**config.mk**
```make
export PLATFORM = sky130hd
export DESIGN_NAME = alu_seq_core
export DESIGN_NICKNAME = d
export VERILOG_FILES = /design/src/rtl/alu_pkg.sv /design/src/rtl/alu_comb_unit.sv /design/src/rtl/alu_seq_core.sv
export SDC_FILE = /design/constraint.sdc
export NUM_CORES = 1
export LEC_CHECK = 0
export BUFFER_PORTS_ARGS = -buffer_cell sky130_fd_sc_hd__buf_2
export CAP_MARGIN = 30
export CELL_PAD_IN_SITES_DETAIL_PLACEMENT = 1
export CELL_PAD_IN_SITES_GLOBAL_PLACEMENT = 2
export CORE_MARGIN = 3
export CORE_UTILIZATION = 25
export DETAILED_ROUTE_END_ITERATION = 16
export GPL_TIMING_DRIVEN = 0
export PLACE_DENSITY = 0.57
export SYNTH_ARGS = -nofsm -noshare
export SYNTH_HDL_FRONTEND = slang
export SYNTH_SLANG_ARGS = --single-unit
```
**constraint.sdc**
```tcl
create_clock -name clk -period 6.45 [get_ports clk]
set_clock_uncertainty 0.2 [all_clocks]
set_input_delay 1.29 -clock clk [delete_from_list [all_inputs] [get_ports clk]]
set_output_delay 1.29 -clock clk [all_outputs]
set_load 0.05 [all_outputs]
```
**src/rtl/alu_pkg.sv**
```systemverilog
// Shared types for the sequential ALU: opcodes, flag bit positions and FSM states.
package alu_pkg;

    typedef enum logic [3:0] {
        OP_ADD = 4'b0000,
        OP_SUB = 4'b0001,
        OP_AND = 4'b0010,
        OP_ORR = 4'b0011,
        OP_EOR = 4'b0100,
        OP_LSL = 4'b0101,
        OP_LSR = 4'b0110,
        OP_ASR = 4'b0111,
        OP_CMP = 4'b1011,
        OP_MUL = 4'b1101
    } alu_op_t;

    localparam int FLAG_N = 3;
    localparam int FLAG_Z = 2;
    localparam int FLAG_C = 1;
    localparam int FLAG_V = 0;

    typedef enum logic [1:0] {
        IDLE = 2'b00,
        MUL  = 2'b01,
        DONE = 2'b10
    } alu_state_t;

    function automatic logic [3:0] pack_nzcv(input logic n, input logic z, input logic c, input logic v);
        logic [3:0] f;
        f         = 4'b0000;
        f[FLAG_N] = n;
        f[FLAG_Z] = z;
        f[FLAG_C] = c;
        f[FLAG_V] = v;
        return f;
    endfunction

endpackage

```
**src/rtl/alu_comb_unit.sv**
```systemverilog
// Single-cycle datapath: result and NZCV for every non-MUL opcode, plus
// write enables telling the core which of result/flags the op updates.
module alu_comb_unit
    import alu_pkg::*;
#(
    parameter int WIDTH = 32
) (
    input  logic [WIDTH-1:0] a,
    input  logic [WIDTH-1:0] b,
    input  alu_op_t          op,
    output logic [WIDTH-1:0] result,
    output logic [3:0]       flags,
    output logic             result_we,
    output logic             flags_we
);

    localparam int SW = $clog2(WIDTH);

    logic [SW-1:0]    shamt_s;
    logic [WIDTH:0]   sum_s;
    logic [WIDTH:0]   diff_s;
    logic [WIDTH:0]   lsl_s;
    logic [WIDTH:0]   lsr_s;
    logic [WIDTH:0]   asr_s;
    logic [WIDTH-1:0] res_s;
    logic             c_s;
    logic             v_s;
    logic             res_we_s;
    logic             flg_we_s;

    assign shamt_s = b[SW-1:0];
    assign sum_s   = {1'b0, a} + {1'b0, b};
    assign diff_s  = {1'b0, a} - {1'b0, b};
    // Extra bit beside the operand catches the last bit shifted out (stays 0 for amount 0)
    assign lsl_s   = {1'b0, a} << shamt_s;
    assign lsr_s   = {a, 1'b0} >> shamt_s;
    assign asr_s   = $signed({a, 1'b0}) >>> shamt_s;

    // Opcode decode into result, carry/overflow and write enables
    always_comb begin
        res_s    = {WIDTH{1'b0}};
        c_s      = 1'b0;
        v_s      = 1'b0;
        res_we_s = 1'b1;
        flg_we_s = 1'b1;
        case (op)
            OP_ADD: begin
                res_s = sum_s[WIDTH-1:0];
                c_s   = sum_s[WIDTH];
                v_s   = (a[WIDTH-1] == b[WIDTH-1]) && (sum_s[WIDTH-1] != a[WIDTH-1]);
            end
            OP_SUB, OP_CMP: begin
                res_s    = diff_s[WIDTH-1:0];
                c_s      = ~diff_s[WIDTH];
                v_s      = (a[WIDTH-1] != b[WIDTH-1]) && (diff_s[WIDTH-1] != a[WIDTH-1]);
                res_we_s = (op == OP_SUB);
            end
            OP_AND: res_s = a & b;
            OP_ORR: res_s = a | b;
            OP_EOR: res_s = a ^ b;
            OP_LSL: begin
                res_s = lsl_s[WIDTH-1:0];
                c_s   = lsl_s[WIDTH];
            end
            OP_LSR: begin
                res_s = lsr_s[WIDTH:1];
                c_s   = lsr_s[0];
            end
            OP_ASR: begin
                res_s = asr_s[WIDTH:1];
                c_s   = asr_s[0];
            end
            default: begin
                res_s    = {WIDTH{1'b0}};
                flg_we_s = 1'b0;
            end
        endcase
    end

    assign result    = res_s;
    assign flags     = pack_nzcv(res_s[WIDTH-1], res_s == {WIDTH{1'b0}}, c_s, v_s);
    assign result_we = res_we_s;
    assign flags_we  = flg_we_s;

endmodule

```
**src/rtl/alu_seq_core.sv**
```systemverilog
// Handshaked ALU core: registered result, persistent NZCV flags and an
// iterative shift-add multiplier, with valid/ready on both sides.
module alu_seq_core
    import alu_pkg::*;
#(
    parameter int WIDTH = 32
) (
    input  logic             clk,
    input  logic             reset_n,
    input  logic             in_valid,
    output logic             in_ready,
    input  logic [WIDTH-1:0] A,
    input  logic [WIDTH-1:0] B,
    input  logic [3:0]       ALU_Op,
    output logic             out_valid,
    input  logic             out_ready,
    output logic [WIDTH-1:0] Result,
    output logic [3:0]       ALUFlags,
    output logic             busy
);

    localparam int             CW       = $clog2(WIDTH);
    localparam logic [CW-1:0]  CNT_LAST = CW'(WIDTH - 1);
    localparam logic [CW-1:0]  CNT_ONE  = CW'(1);

    alu_state_t         state_r;
    logic [WIDTH-1:0]   result_r;
    logic [3:0]         flags_r;
    logic [2*WIDTH-1:0] acc_r;
    logic [2*WIDTH-1:0] mcand_r;
    logic [WIDTH-1:0]   mplier_r;
    logic [CW-1:0]      mul_cnt_r;

    alu_op_t            op_s;
    logic               in_ready_s;
    logic               accept_s;
    logic [2*WIDTH-1:0] mul_next_s;
    logic [WIDTH-1:0]   comb_result_s;
    logic [3:0]         comb_flags_s;
    logic               comb_result_we_s;
    logic               comb_flags_we_s;

    assign op_s       = alu_op_t'(ALU_Op);
    assign in_ready_s = (state_r == IDLE) || ((state_r == DONE) && out_ready);
    assign accept_s   = in_valid && in_ready_s;
    assign mul_next_s = acc_r + (mplier_r[0] ? mcand_r : {(2*WIDTH){1'b0}});

    alu_comb_unit #(.WIDTH(WIDTH)) u_comb (
        .a         (A),
        .b         (B),
        .op        (op_s),
        .result    (comb_result_s),
        .flags     (comb_flags_s),
        .result_we (comb_result_we_s),
        .flags_we  (comb_flags_we_s)
    );

    // FSM, multiplier iteration and result/flag registers
    always_ff @(posedge clk) begin
        if (!reset_n) begin
            state_r   <= IDLE;
            result_r  <= {WIDTH{1'b0}};
            flags_r   <= 4'b0000;
            acc_r     <= {(2*WIDTH){1'b0}};
            mcand_r   <= {(2*WIDTH){1'b0}};
            mplier_r  <= {WIDTH{1'b0}};
            mul_cnt_r <= {CW{1'b0}};
        end else if (accept_s) begin
            if (op_s == OP_MUL) begin
                state_r   <= MUL;
                acc_r     <= {(2*WIDTH){1'b0}};
                mcand_r   <= {{WIDTH{1'b0}}, A};
                mplier_r  <= B;
                mul_cnt_r <= {CW{1'b0}};
            end else begin
                state_r <= DONE;
                if (comb_result_we_s) begin
                    result_r <= comb_result_s;
                end
                if (comb_flags_we_s) begin
                    flags_r <= comb_flags_s;
                end
            end
        end else begin
            case (state_r)
                MUL: begin
                    acc_r     <= mul_next_s;
                    mcand_r   <= mcand_r << 1;
                    mplier_r  <= mplier_r >> 1;
                    mul_cnt_r <= mul_cnt_r + CNT_ONE;
                    // The final partial product is folded in on the same edge that publishes the result
                    if (mul_cnt_r == CNT_LAST) begin
                        state_r  <= DONE;
                        result_r <= mul_next_s[WIDTH-1:0];
                        flags_r  <= pack_nzcv(mul_next_s[WIDTH-1],
                                              mul_next_s[WIDTH-1:0] == {WIDTH{1'b0}},
                                              |mul_next_s[2*WIDTH-1:WIDTH],
                                              1'b0);
                    end
                end
                DONE: begin
                    if (out_ready) begin
                        state_r <= IDLE;
                    end
                end
                IDLE:    state_r <= IDLE;
                default: state_r <= IDLE;
            endcase
        end
    end

    assign in_ready  = in_ready_s;
    assign out_valid = (state_r == DONE);
    assign busy      = (state_r == MUL);
    assign Result    = result_r;
    assign ALUFlags  = flags_r;

endmodule

```
## Yosys cells after proc, flatten, opt, wreduce, memory -nomap -nowiden

Index checks and enable logic that the tools add are counted.

- Register bits after elaboration: 203
- Output and inout port bits: 39
- Word-level logic and storage cells: 91

- Add/sub/neg operators: 4
- Equality and inequality tests: 22
- Shifts and indexed selects: 3
- Mux-type cells: 33
- Bitwise logic cells: 4
- Reduce and logical (&&, ||, !) cells: 18

Operators with widths:

| operator | count |
|---|---|
| two-way mux 64 bit | 7 |
| two-way mux 32 bit | 8 |
| one-hot mux 32 bit (8 select lines) | 1 |
| adder 64 bit | 1 |
| logical NOT 32 bit | 2 |
| adder 32 x 32 -> 33 bit | 1 |
| left shift 32 x 5 -> 33 bit | 1 |
| right shift 33 x 5 -> 33 bit | 1 |
| >>> shifter 33 x 5 -> 33 bit | 1 |
| subtractor 32 x 32 -> 33 bit | 1 |
| bitwise AND 32 bit | 1 |
| bitwise OR 32 bit | 1 |
| OR reduction 32 bit | 1 |
| XOR 32 bit | 1 |
| two-way mux 4 bit | 5 |
| equality test 4 x 3 -> 1 bit, second input constant | 4 |
| two-way mux 5 bit | 3 |
| OR reduction 9 bit | 1 |
| equality test 4 x 2 -> 1 bit, second input constant | 2 |
| equality test 4 bit, second input constant | 2 |
| two-way mux 2 bit | 4 |
| AND reduction 4 bit | 2 |
| inequality test 2 x 1 -> 1 bit, second input constant | 3 |
| inequality test 3 x 1 -> 1 bit, second input constant | 2 |
| 20 further kinds | 28 |

## Logic depth before layout (Yosys ltp)

Gate-level depths: netlist (run 1).

- Word-level depth: 7
- Mapped depth: 19
- Gate-level depth less buffers: 16

## Hierarchy

Synthesis (run 1) repeated with hierarchy kept, for this count alone.

- Cells, all modules: 3139
- Area total of the unflattened synthesis: 22297.6 um^2

By module, submodules not included:

| module | times used | cells each | area each (um^2) | sequential area each (um^2) |
|---|---|---|---|---|
| alu_seq_core | 1 | 1746 | 12771.0 | 4063.9 |
| alu_comb_unit | 1 | 1393 | 9526.6 | 0.0 |

## Worst setup path after synthesis (run 1)

No wires, ideal clock.

- Path type: input -> register
- Start point: in B[3]
- End point: reg result_r[31] (netlist: Result[31])
- Arrival time: 4.744 ns
- Slack: 1.373 ns
- Cell stages on the path: 18
- Path buffers: 4
- Cell sequence: clkbuf_1 > inv_2 > buf_1 > clkbuf_1 > ha_1 > buf_2 > a21o_1 > a31o_2 > nand4_1 > a32oi_1 > a21o_1 > a2111oi_0 > o31ai_1 > xnor2_1 > a211oi_1 > nor2_1 > nor2_1 > a21oi_1

- Longest elaborated chain between the ends: 5
- Elaborated cells on any way between the ends: 9

Ends and longest elaborated chain:

| what | line | source |
|---|---|---|
| start: declaration | alu_seq_core.sv:13 | `input logic [WIDTH-1:0] B,` |
| subtractor 32 x 32 -> 33 bit (tied with other cells) | alu_comb_unit.sv:33 | `assign diff_s = {1'b0, a} - {1'b0, b};` |
| one-hot mux 32 bit (8 select lines) (*) | alu_comb_unit.sv:46 | `case (op)` |
| two-way mux 32 bit (*) | alu_seq_core.sv:77 | `if (comb_result_we_s) begin` |
| two-way mux 32 bit (*) | alu_seq_core.sv:69 | `if (op_s == OP_MUL) begin` |
| two-way mux 32 bit (*) | alu_seq_core.sv:68 | `end else if (accept_s) begin` |
| end signal: assignment | alu_seq_core.sv:62 | `result_r <= {WIDTH{1'b0}};` |
| end signal: assignment | alu_seq_core.sv:78 | `result_r <= comb_result_s;` |
| end signal: assignment | alu_seq_core.sv:94 | `result_r <= mul_next_s[WIDTH-1:0];` |
| end: declaration | alu_seq_core.sv:27 | `logic [WIDTH-1:0] result_r;` |

Mark *: on every way between the ends. The rest lies on a longest branch, timed or not. The select of a mux whose other input is x is not followed.
A chain may end at the register's enable or synchronous reset.

## Final worst setup path (run 1)

Ends and elaborated chain as after synthesis.

==> results of run 1 <==
power by group through the flow:
stage	Sequential, uW	Combinational (uW)	Clock [uW]
global route	1320	1500	1750
CTS	1320	1390	1690
finish	1320	1430	1650
detailed placement	1350	1390	0
global placement	1350	1380	0
floorplan	1390	744	0
final timing paths:
kind | slack (ps) | to | cells past startpoint
worst min-delay path | 260 | mcand_r[59] | 2
worst max-delay path | 170 | Result[31] | 18
worst max register to register | 820 | ALUFlags[1] | 18
worst min register to register | 260 | mcand_r[59] | 2
cell type report:
class,instances,share of cell area [%]
multi-input combinational,2485,65.5
clock buffer,37,3.16
inverter,122,1.82
tap,1155,5.76
antenna,2,0.0199
clock inverter,12,0.688
buffer,238,4.21
sequential,203,16.2
timing repair buffer,121,2.64
cell families (layout without fill, tap and decap cells):
logic type | after synthesis | count (layout) | synth area share [%]
other | 0 | 2 | 0
muxes | 121 | 121 | 8.56
adders and majority gates | 174 | 174 | 9.99
and+or+nand+nor | 1116 | 1116 | 23.4
DFF | 203 | 203 | 18.5
AOI/OAI and AO/OA | 994 | 994 | 29.5
buffers and inverters | 361 | 530 | 6.89
xor gates and xnor gates | 80 | 80 | 3.18
synthesized netlist by cell type, types with 8 or more instances:
| cell type | number | area share [%] |
|---|---|---|
| a221oi_1 | 26 | 1.0 |
| and3_1 | 14 | 0.40 |
| nand2_1 | 342 | 5.8 |
| a31oi_1 | 70 | 2.0 |
| o31ai_1 | 27 | 0.92 |
| buf_1 | 24 | 0.41 |
| nor2b_1 | 19 | 0.54 |
| a211oi_1 | 48 | 1.6 |
| mux4_2 | 47 | 4.8 |
| a221o_1 | 11 | 0.50 |
| nor4_1 | 17 | 0.48 |
| a21boi_0 | 8 | 0.27 |
| o221ai_1 | 24 | 0.95 |
| o21ai_1 | 16 | 0.36 |
| xor2_1 | 24 | 0.95 |
| a21oi_1 | 248 | 5.6 |
| a311oi_1 | 14 | 0.56 |
| o211ai_1 | 104 | 3.5 |
| o21ai_0 | 193 | 4.4 |
| clkbuf_1 | 159 | 2.7 |
| and2_1 | 80 | 2.3 |
| a21o_1 | 48 | 1.6 |
| nor2_1 | 376 | 6.4 |
| mux2_2 | 12 | 0.61 |
| xnor2_1 | 56 | 2.2 |
| nand3_1 | 95 | 2.2 |
| nor3_1 | 49 | 1.1 |
| o21a_1 | 12 | 0.41 |
| buf_4 | 9 | 0.31 |
| buf_2 | 37 | 0.84 |
| a22oi_1 | 15 | 0.51 |
| inv_1 | 116 | 2.0 |
| dfxtp_1 | 203 | 18 |
| or3_1 | 16 | 0.45 |
| mux2i_1 | 56 | 2.5 |
| o21bai_1 | 27 | 0.92 |
| o22ai_1 | 18 | 0.51 |
| ha_1 | 171 | 9.7 |
| nand4_1 | 37 | 1.1 |
| nand2b_1 | 21 | 0.60 |
| buf_6 | 8 | 0.41 |
per-layer routing:
metal	GRT usage (%)	part of all wire, %	vias up
li1	-	-	11443
met3	3.72	5.7	139
met4	6.97	2.7	0
met2	45.2	44	822
met5	0	0	-
met1	42.5	48	13106
metrics by stage:
stage	total power, uW	setup slack [ps]
finish	4400	170
global route	4570	140
CTS	4410	198
detailed placement	2740	-1290
global placement	2720	-1470
floorplan	2140	1370
flip-flops by register name, summed over array words and instances, names as in the netlist:
| register | flops |
|---|---|
| ALUFlags | 4 |
| Result | 32 |
| acc_r | 64 |
| mcand_r | 64 |
| mplier_r | 32 |
| mul_cnt_r | 5 |
| state_r | 2 |
timing repair:
| item | CTS | global route |
|---|---|---|
| hold buffers | 0 | 0 |
| endpoints found under the setup margin | 8 | 2 |
| gates resized for setup | 2 | 2 |
| buffers inserted | 0 | 0 |
critical path: cells and delay by family:
kind,cells,cell delay [ps]
AO/OA/AOI/OAI,8,2500
XOR/XNOR,1,160
adder cells (fa/ha/maj),1,360
buffers and inverters,5,1580
AND/OR/NAND/NOR,3,560
==> impl_metrics.json, run 1 <==
{
  "cpPeakStageDelay_ps": 600,
  "fp.dieH_um": 303,
  "dp_cells": 4325,
  "hp-class": "reg2reg",
  "async_reset_ff_share_pct": 0,
  "die_x_um": 303,
  "grt_pass1_vias": 25733,
  "cts-htree-levels": 1,
  "clkLatencyLatePin_ps": 610,
  "syn-cell-area_um2": 22000,
  "drive_above_1_share_pct": 10.1,
  "syn_inst": 3049,
  "nets": 3445,
  "drv_slew": 0,
  "initial_core_util_pct": 25.3,
  "vias": 25510,
  "fill_cells": 10756,
  "post-route-util_pct": 28.9,
  "drc": 0,
  "multiInputGateArea_um2": 16500,
  "p_sw_uw": 1730,
  "cts_max_path_buffers": 3,
  "viasPerCell": 5.83,
  "synth-edff-count": 0,
  "required_ps": 6680,
  "p_leak_uw": 0.00971,
  "dpl_cell_area_um2": 24100,
  "startpoint": "B[3]",
  "synth_cell_types": 104,
  "grt_pass1_wl_mm": 195,
  "yosys_register_bits": 203,
  "core_region_area_um2": 87000,
  "fmax_mhz": 159,
  "cts_tree": "done",
  "vdd_drop_max_v": 0.000209,
  "fin_setup_tns_ps": 0,
  "final_common_cell": "nor2_1",
  "power.share.switching_pct": 39.2,
  "grt_max_degree": 20,
  "grt_overflow_total": 0,
  "synth_area_per_cell_um2": 7.22,
  "powerDensity_nw_per_um2": 175,
  "regArea_um2": 4060,
  "holdWs_ps": 264,
  "cts-root-buf": "clkbuf_16",
  "hp-start": "mcand_r[58]",
  "area_delta_synth_final_pct": 14.0,
  "power.internal_uw": 2680,
  "layout_common_cells": "376 x nor2_1, 342 x nand2_1, 248 x a21oi_1",
  "seq_area_frac_synth_pct": 18.5,
  "synthFlopType": "dfxtp_1",
  "p_clk_share_pct": 37.6,
  "tightest_slew_ps": 1050,
  "hpwl_mm": 114,
  "routedWlPerCell_um": 31.2,
  "max-slew-margin-rel_pct": 29.8,
  "syn_nets": 3295,
  "finalNonFillerCells": 4375,
  "antenna_found_initial": 4,
  "startpoint_type": "input port",
  "ant_nets": 0,
  "rsz0062_at_grt": "no",
  "fin_crit_sh_pct": 97.4,
  "critPathCaptureType": "flip-flop",
  "drt_wl_total_mm": 137,
  "status": "complete, no violations",
  "die_area_um2": 91700,
  "yosysWarnings": 0,
  "gp_congestion": 0.994,
  "finish.instance_area_um2": 25100,
  "hold_violations": 0,
  "rows": 108,
  "drtIter0Drc": 2103,
  "cts.sinks": 203,
  "path_cells": "buf_2 > clkbuf_1 > inv_2 > clkbuf_2 > ha_1 > buf_2 > a21o_1 > a31o_2 > nand4_1 > a32oi_1 > a21o_1 > a2111oi_1 > o31ai_1 > xnor2_1 > a211oi_2 > nor2_1 > nor2_1 > a21oi_1",
  "critical_path_class": "in2reg",
  "grt.total_usage_pct": 29.1,
  "combinationalPowerShare_pct": 32.5,
  "worstPathArrival_ps": 6510,
  "crit_fanout": 19,
  "numCtsBuffers": 28,
  "r2r_start": "mplier_r[0]",
  "cp_slowest_cell": "a32oi_1",
  "io_pins": 111,
  "first_pass_iters": 5,
  "min_period_ps": 6280,
  "port_buffers": 109,
  "path_clk_slew_ps": 60,
  "drv_cap": 0,
  "setup_viol": 0,
  "pwr-share-seq_pct": 30.0
}
(Power assumes the default switching activity.)
==> run 2, diff against run 1 <==
--- a/config.mk
+++ b/config.mk
@@ -7,13 +7,11 @@
 export LEC_CHECK = 0
 export BUFFER_PORTS_ARGS = -buffer_cell sky130_fd_sc_hd__buf_2
 export CAP_MARGIN = 30
-export CELL_PAD_IN_SITES_DETAIL_PLACEMENT = 1
-export CELL_PAD_IN_SITES_GLOBAL_PLACEMENT = 2
 export CORE_MARGIN = 3
 export CORE_UTILIZATION = 25
 export DETAILED_ROUTE_END_ITERATION = 16
 export GPL_TIMING_DRIVEN = 0
-export PLACE_DENSITY = 0.57
+export PLACE_DENSITY = 0.37
 export SYNTH_ARGS = -nofsm -noshare
 export SYNTH_HDL_FRONTEND = slang
 export SYNTH_SLANG_ARGS = --single-unit
==> run 2 against run 1 <==
Net effect: die area is the same; sequential power is essentially flat; worst hold slack gained 7.1 ps; non-clock buffer count is the same; design area shrank 0.63%; clock-buffer cell count shrank 3; power shrank 5.8%; fmax grew 0.58%; routed wire length shrank 6.4%; sequential share of layout area grew 0.10 points; largest power group unchanged; highest routed layer is now met5.
==> impl_metrics.json, run 2 (synthesis gave the netlist of run 1 again) <==
{
  "status": "complete, no violations",
  "critical_path_class": "in2reg",
  "reg2reg_setup_slack_ps": 410,
  "rows": 108,
  "layout_common_cells": "376 x nor2_1, 342 x nand2_1, 247 x a21oi_1",
  "cp.buffers_inverters": 8,
  "grt.total_usage_pct": 27.1,
  "drc": 0,
  "area_delta_synth_final_pct": 13.3,
  "hpwl_mm": 106,
  "core_region_area_um2": 87000,
  "cts_tree": "done",
  "ant_nets": 0,
  "totalPowerFinal_uw": 4150,
  "drtIter0Drc": 2141,
  "gp_congestion": 0.984,
  "cts-htree-levels": 1,
  "initial_core_util_pct": 25.3,
  "grt_pass1_wl_mm": 182,
  "top_regs": "acc_r (64), mcand_r (64)",
  "cpPeakStageDelay_ps": 660,
  "fmax_mhz": 160,
  "reg2reg_to": "ALUFlags[1]",
  "cp_slowest_cell": "o21ai_0",
  "hold_depth": 2,
  "tightest_slew_ps": 1110,
  "setup_viol": 0,
  "grt_pass1_vias": 25242,
  "numCtsBuffers": 25,
  "die_area_um2": 91700,
  "reg2regPathDepth": 17,
  "rsz0062_at_grt": "no",
  "io_pins": 111,
  "grt_overflow_total": 0,
  "antenna_found_initial": 2,
  "port_buffers": 109,
  "viasPerCell": 5.73,
  "dp_cells": 4324,
  "drv_slew": 0,
  "met2_length_mm": 62.7,
  "crit_family": "compound AO/OA/AOI/OAI gates",
  "worstPathArrival_ps": 6450,
  "startpoint_type": "input port",
  "path_cells": "buf_2 > buf_4 > buf_6 > buf_6 > inv_2 > buf_4 > buf_2 > ha_1 > inv_1 > o221ai_1 > a211oi_4 > a221o_1 > o21ai_0 > a21boi_0 > a2bb2oi_1 > mux2i_1 > a211oi_2 > nor2_1 > nor2_1 > a21oi_1",
  "p_leak_uw": 0.00964,
  "routedWlPerCell_um": 29.3,
  "wl_met1_mm": 53.4,
  "grt_max_degree": 14,
  "post_cts_buffers": 0,
  "drv_cap": 0,
  "vdd_drop_max_v": 0.000209,
  "fin_crit_sh_pct": 96.8,
  "fp.dieH_um": 303,
  "powerDensity_nw_per_um2": 166,
  "fill_cells": 9781,
  "clkLatencyLatePin_ps": 550,
  "r2r_start": "mplier_r[0]",
  "path_clk_slew_ps": 60,
  "finalNonFillerCells": 4370,
  "first_pass_iters": 6,
  "worst_slack_ps": 206,
  "cts-root-buf": "clkbuf_16",
  "finish.instance_area_um2": 25000,
  "critPathCaptureType": "flip-flop",
  "die_x_um": 303,
  "final_common_cell": "nor2_1",
  "drt_wl_total_mm": 128,
  "wl_met3_mm": 6.64,
  "dp_slack_ps": -1100,
  "hold_violations": 0,
  "crit_fanout": 11,
  "dpl_cell_area_um2": 24100,
  "hp-class": "reg2reg",
  "min_period_ps": 6240,
  "post-route-util_pct": 28.7,
  "max-slew-margin-rel_pct": 26.0,
  "cts.sinks": 203,
  "holdBufCountCts": 0,
  "whs_endpoint": "mcand_r[47]",
  "cts_max_path_buffers": 3,
  "drive_above_1_share_pct": 10.1,
  "required_ps": 6650,
  "hp-start": "mcand_r[46]",
  "routed.top_layer": "met5",
  "vias": 25056,
  "nets": 3442
}
==> run 2: cell count changes in the layout (fill, tap and decap cells not counted), moves of 2 or more <==
cell and delta:
clkinv_2 +2, clkbuf_16 -3, bufinv_16 -2, buf_8 -4
==> run 2: worst register-to-register path, delay by kind of cell (launching register included) <==
kind                     cells  cell delay [ps]
adder cells (fa/ha/maj)      1              120
AO/OA/AOI/OAI                5             1800
AND/OR/NAND/NOR              7             1920
XOR/XNOR                     1              190
buffers and inverters        3             1350
flip-flops                   1              330
==> run 2: how the worst max path moves through the flow <==
stage / from / to / slack, ps / cells after the start
after floorplan: B[3] / Result[31] / 1370 / 18
after global placement: B[3] / Result[29] / -1170 / 19
after detailed placement: B[3] / Result[31] / -1100 / 19
after CTS: B[3] / Result[31] / 120 / 19
after global routing: B[2] / ALUFlags[3] / 20 / 20
final: B[2] / Result[31] / 210 / 20
==> run 2: what timing repair did <==
action / CTS / global route
resized for setup: 4 / 2
gates cloned: 0 / 0
setup endpoints to repair: 5 / 5
==> run 2: cell type report <==
cell class              count  area, um^2  share of cell area [%]
clock inverters            10        85.1                   0.341
diodes                      2        5.00                  0.0201
plain buffers             238        1060                    4.24
repair buffers            121         639                    2.56
clock buffers              34         729                    2.92
multi-input cells        2485       16500                    66.0
flip-flops and latches    203        4060                    16.3
well taps                1155        1450                    5.79
inverters                 122         458                    1.84
==> run 2: stage by stage <==
| stage | hold WS (ps) | TNS (ps) |
|---|---|---|
| 3_3_place_gp | 256 | -9860 |
| 2_1_floorplan | 237 | 0 |
| 5_1_grt | 288 | 0 |
| 4_1_cts | 264 | 0 |
| 3_5_place_dp | 258 | -8370 |
| 6_report | 271 | 0 |
==> run 2: routing by layer <==
layer  track usage (%)  up-vias
li1                  -    11444
met1              33.6    12362
met2              48.5     1016
met3              2.69      232
met4              9.86        2
met5                 0        -
==> run 2: power breakdown <==
group | internal, uW | switching, uW
sequential | 1290 | 31.5
combinational | 400 | 999
clock | 828 | 600
total | 2520 | 1630
==> run 3, diff against run 2 <==
==> constraint.sdc (replaced) <==
create_clock -name clk -period 7.52 [get_ports clk]
set_clock_uncertainty 0.2 [all_clocks]
set_input_delay 1.504 -clock clk [delete_from_list [all_inputs] [get_ports clk]]
set_output_delay 1.504 -clock clk [all_outputs]
set_load 0.05 [all_outputs]
==> run 3 against run 2 <==
Net effect: design area barely moved; routed wire length grew 0.15%; sequential power shrank 14%; cell count about the same; register-to-register slack better by 1100 ps; worst setup slack worse by 100 ps; power is 14% lower; sequential cell count stayed put; clock power down 14%; utilization is essentially flat; combinational power shrank 14%; non-clock buffer count grew 1; critical path type unchanged; critical endpoint unchanged.
==> impl_metrics.json, run 3 (synthesis gave the netlist of run 1 again) <==
{
  "status": "complete, no violations",
  "layout_common_cells": "376 x nor2_1, 342 x nand2_1, 248 x a21oi_1",
  "drv_cap": 0,
  "die_area_um2": 91700,
  "viasPerCell": 5.76,
  "critical_path_class": "in2reg",
  "core_region_area_um2": 87000,
  "critPathCaptureType": "flip-flop",
  "startpoint": "B[3]",
  "cts-htree-levels": 1,
  "powerDensity_nw_per_um2": 143,
  "grt_pass1_vias": 25249,
  "fmax_mhz": 135,
  "max-slew-margin-rel_pct": 27.0,
  "crit_fanout": 11,
  "first_pass_iters": 5,
  "nets": 3443,
  "p_leak_uw": 0.00964,
  "clkLatencyLatePin_ps": 550,
  "antenna_found_initial": 2,
  "p_sw_uw": 1400,
  "reg2reg_setup_slack_ps": 1530,
  "grt.total_usage_pct": 27.1,
  "holdWs_ps": 273,
  "post_cts_buffers": 0,
  "area_delta_synth_final_pct": 13.2,
  "grt_pass1_wl_mm": 182,
  "hp-start": "mcand_r[46]",
  "p_clk_share_pct": 34.5,
  "rows": 108,
  "rsz0062_at_grt": "no",
  "pwr-share-seq_pct": 31.8,
  "cp_slowest_cell": "a211oi_1",
  "reg2reg_to": "ALUFlags[1]",
  "routedWlPerCell_um": 29.3,
  "power.share.switching_pct": 39.3,
  "die_x_um": 303,
  "path_cells": "buf_2 > clkbuf_1 > inv_2 > buf_1 > clkbuf_1 > ha_1 > buf_2 > a21o_1 > a31o_2 > nand4_1 > a32oi_1 > a21o_1 > a2111oi_0 > o31ai_1 > xnor2_1 > a211oi_1 > nor2_1 > nor2_1 > a21oi_1",
  "r2r_start": "mplier_r[0]",
  "hold_depth": 2,
  "worstPathArrival_ps": 7620,
  "cts.sinks": 203,
  "hpwl_mm": 106,
  "top_regs": "acc_r (64), mcand_r (64)",
  "hold_violations": 0,
  "worst_slack_ps": 104,
  "drc": 0,
  "cts_max_path_buffers": 3,
  "initial_core_util_pct": 25.3,
  "port_buffers": 109,
  "vdd_drop_max_v": 0.000180,
  "startpoint_type": "input port",
  "grt_overflow_total": 0,
  "ant_nets": 0,
  "numCtsBuffers": 25,
  "vias": 25191,
  "whs_endpoint": "mcand_r[47]",
  "power.internal_uw": 2160,
  "required_ps": 7730,
  "reg2regPathDepth": 17,
  "grt_max_degree": 14,
  "fin_crit_sh_pct": 98.6,
  "fin_setup_tns_ps": 0,
  "cpPeakStageDelay_ps": 850,
  "min_period_ps": 7420,
  "hp-class": "reg2reg",
  "final_common_cell": "nor2_1",
  "fp.dieH_um": 303,
  "tightest_slew_ps": 1090,
  "cts_tree": "done",
  "setup_viol": 0,
  "post-route-util_pct": 28.7,
  "io_pins": 111,
  "path_clk_slew_ps": 60,
  "cts-root-buf": "clkbuf_16",
  "dp_slack_ps": -244,
  "drive_above_1_share_pct": 9.96,
  "combinationalPowerShare_pct": 33.7,
  "drv_slew": 0,
  "drt_wl_total_mm": 128,
  "gp_congestion": 0.984,
  "drtIter0Drc": 2139
}
## run 3: changes by cell type in the layout (fill, tap and decap cells not counted), sizes merged
cell / change
diode: +1
buf: +1
## run 3: how the worst max path moves through the flow
stage	slack, ps	to	cells past startpoint
4_1_cts	320	Result[31]	19
2_1_floorplan	2230	Result[31]	18
3_5_place_dp	-240	Result[31]	19
5_1_grt	60	ALUFlags[3]	19
3_3_place_gp	-310	Result[29]	19
6_report	100	Result[31]	19
## run 3: layout make-up
| type | count | area (um^2) |
|---|---|---|
| antenna | 3 | 7.51 |
| buffer | 239 | 1060 |
| clock buffer | 34 | 729 |
| clock inverter | 10 | 85.1 |
| fill | 9782 | 62100 |
| inverter | 122 | 458 |
| multi-input combinational | 2485 | 16500 |
| sequential | 203 | 4060 |
| tap | 1155 | 1450 |
| timing repair buffer | 121 | 639 |
## run 3: worst max-delay path, delay by kind of cell
family	cells	cell delay, ps
AO/OA/AOI/OAI	8	2990
XOR/XNOR	1	190
adder cells (fa/ha/maj)	1	390
buffers and inverters	6	1990
AND/OR/NAND/NOR	3	540
## run 3: power by group through the flow
stage / clock (uW) / sequential, uW / combinational, uW
CTS: 1260 / 1130 / 1180
finish: 1230 / 1130 / 1200
detailed placement: 0 / 1160 / 1170
global route: 1300 / 1130 / 1260
floorplan: 0 / 1200 / 638
global placement: 0 / 1160 / 1170
## run 3: metal layers
layer,GRT usage [%],vias to the layer above,wire [um]
li1,-,11463,-
met1,33.6,12496,53500
met2,48.4,1009,62900
met3,2.70,221,6610
met4,9.91,2,5140
met5,0,-,11
## run 3: timing repair
item / CTS / global route
gates resized for setup: 0 / 1
setup endpoints to repair: 0 / 3
hold endpoints to repair: 0 / 0
hold buffers: 0 / 0
## run 3: stage by stage
step	area (um^2)	total power, uW	cells
after CTS	24900	3570	4368
after global routing	24900	3690	4369
after floorplan	22000	1830	3049
after detailed placement	24100	2330	4324
final	24900	3560	4372
after global placement	24000	2330	4313
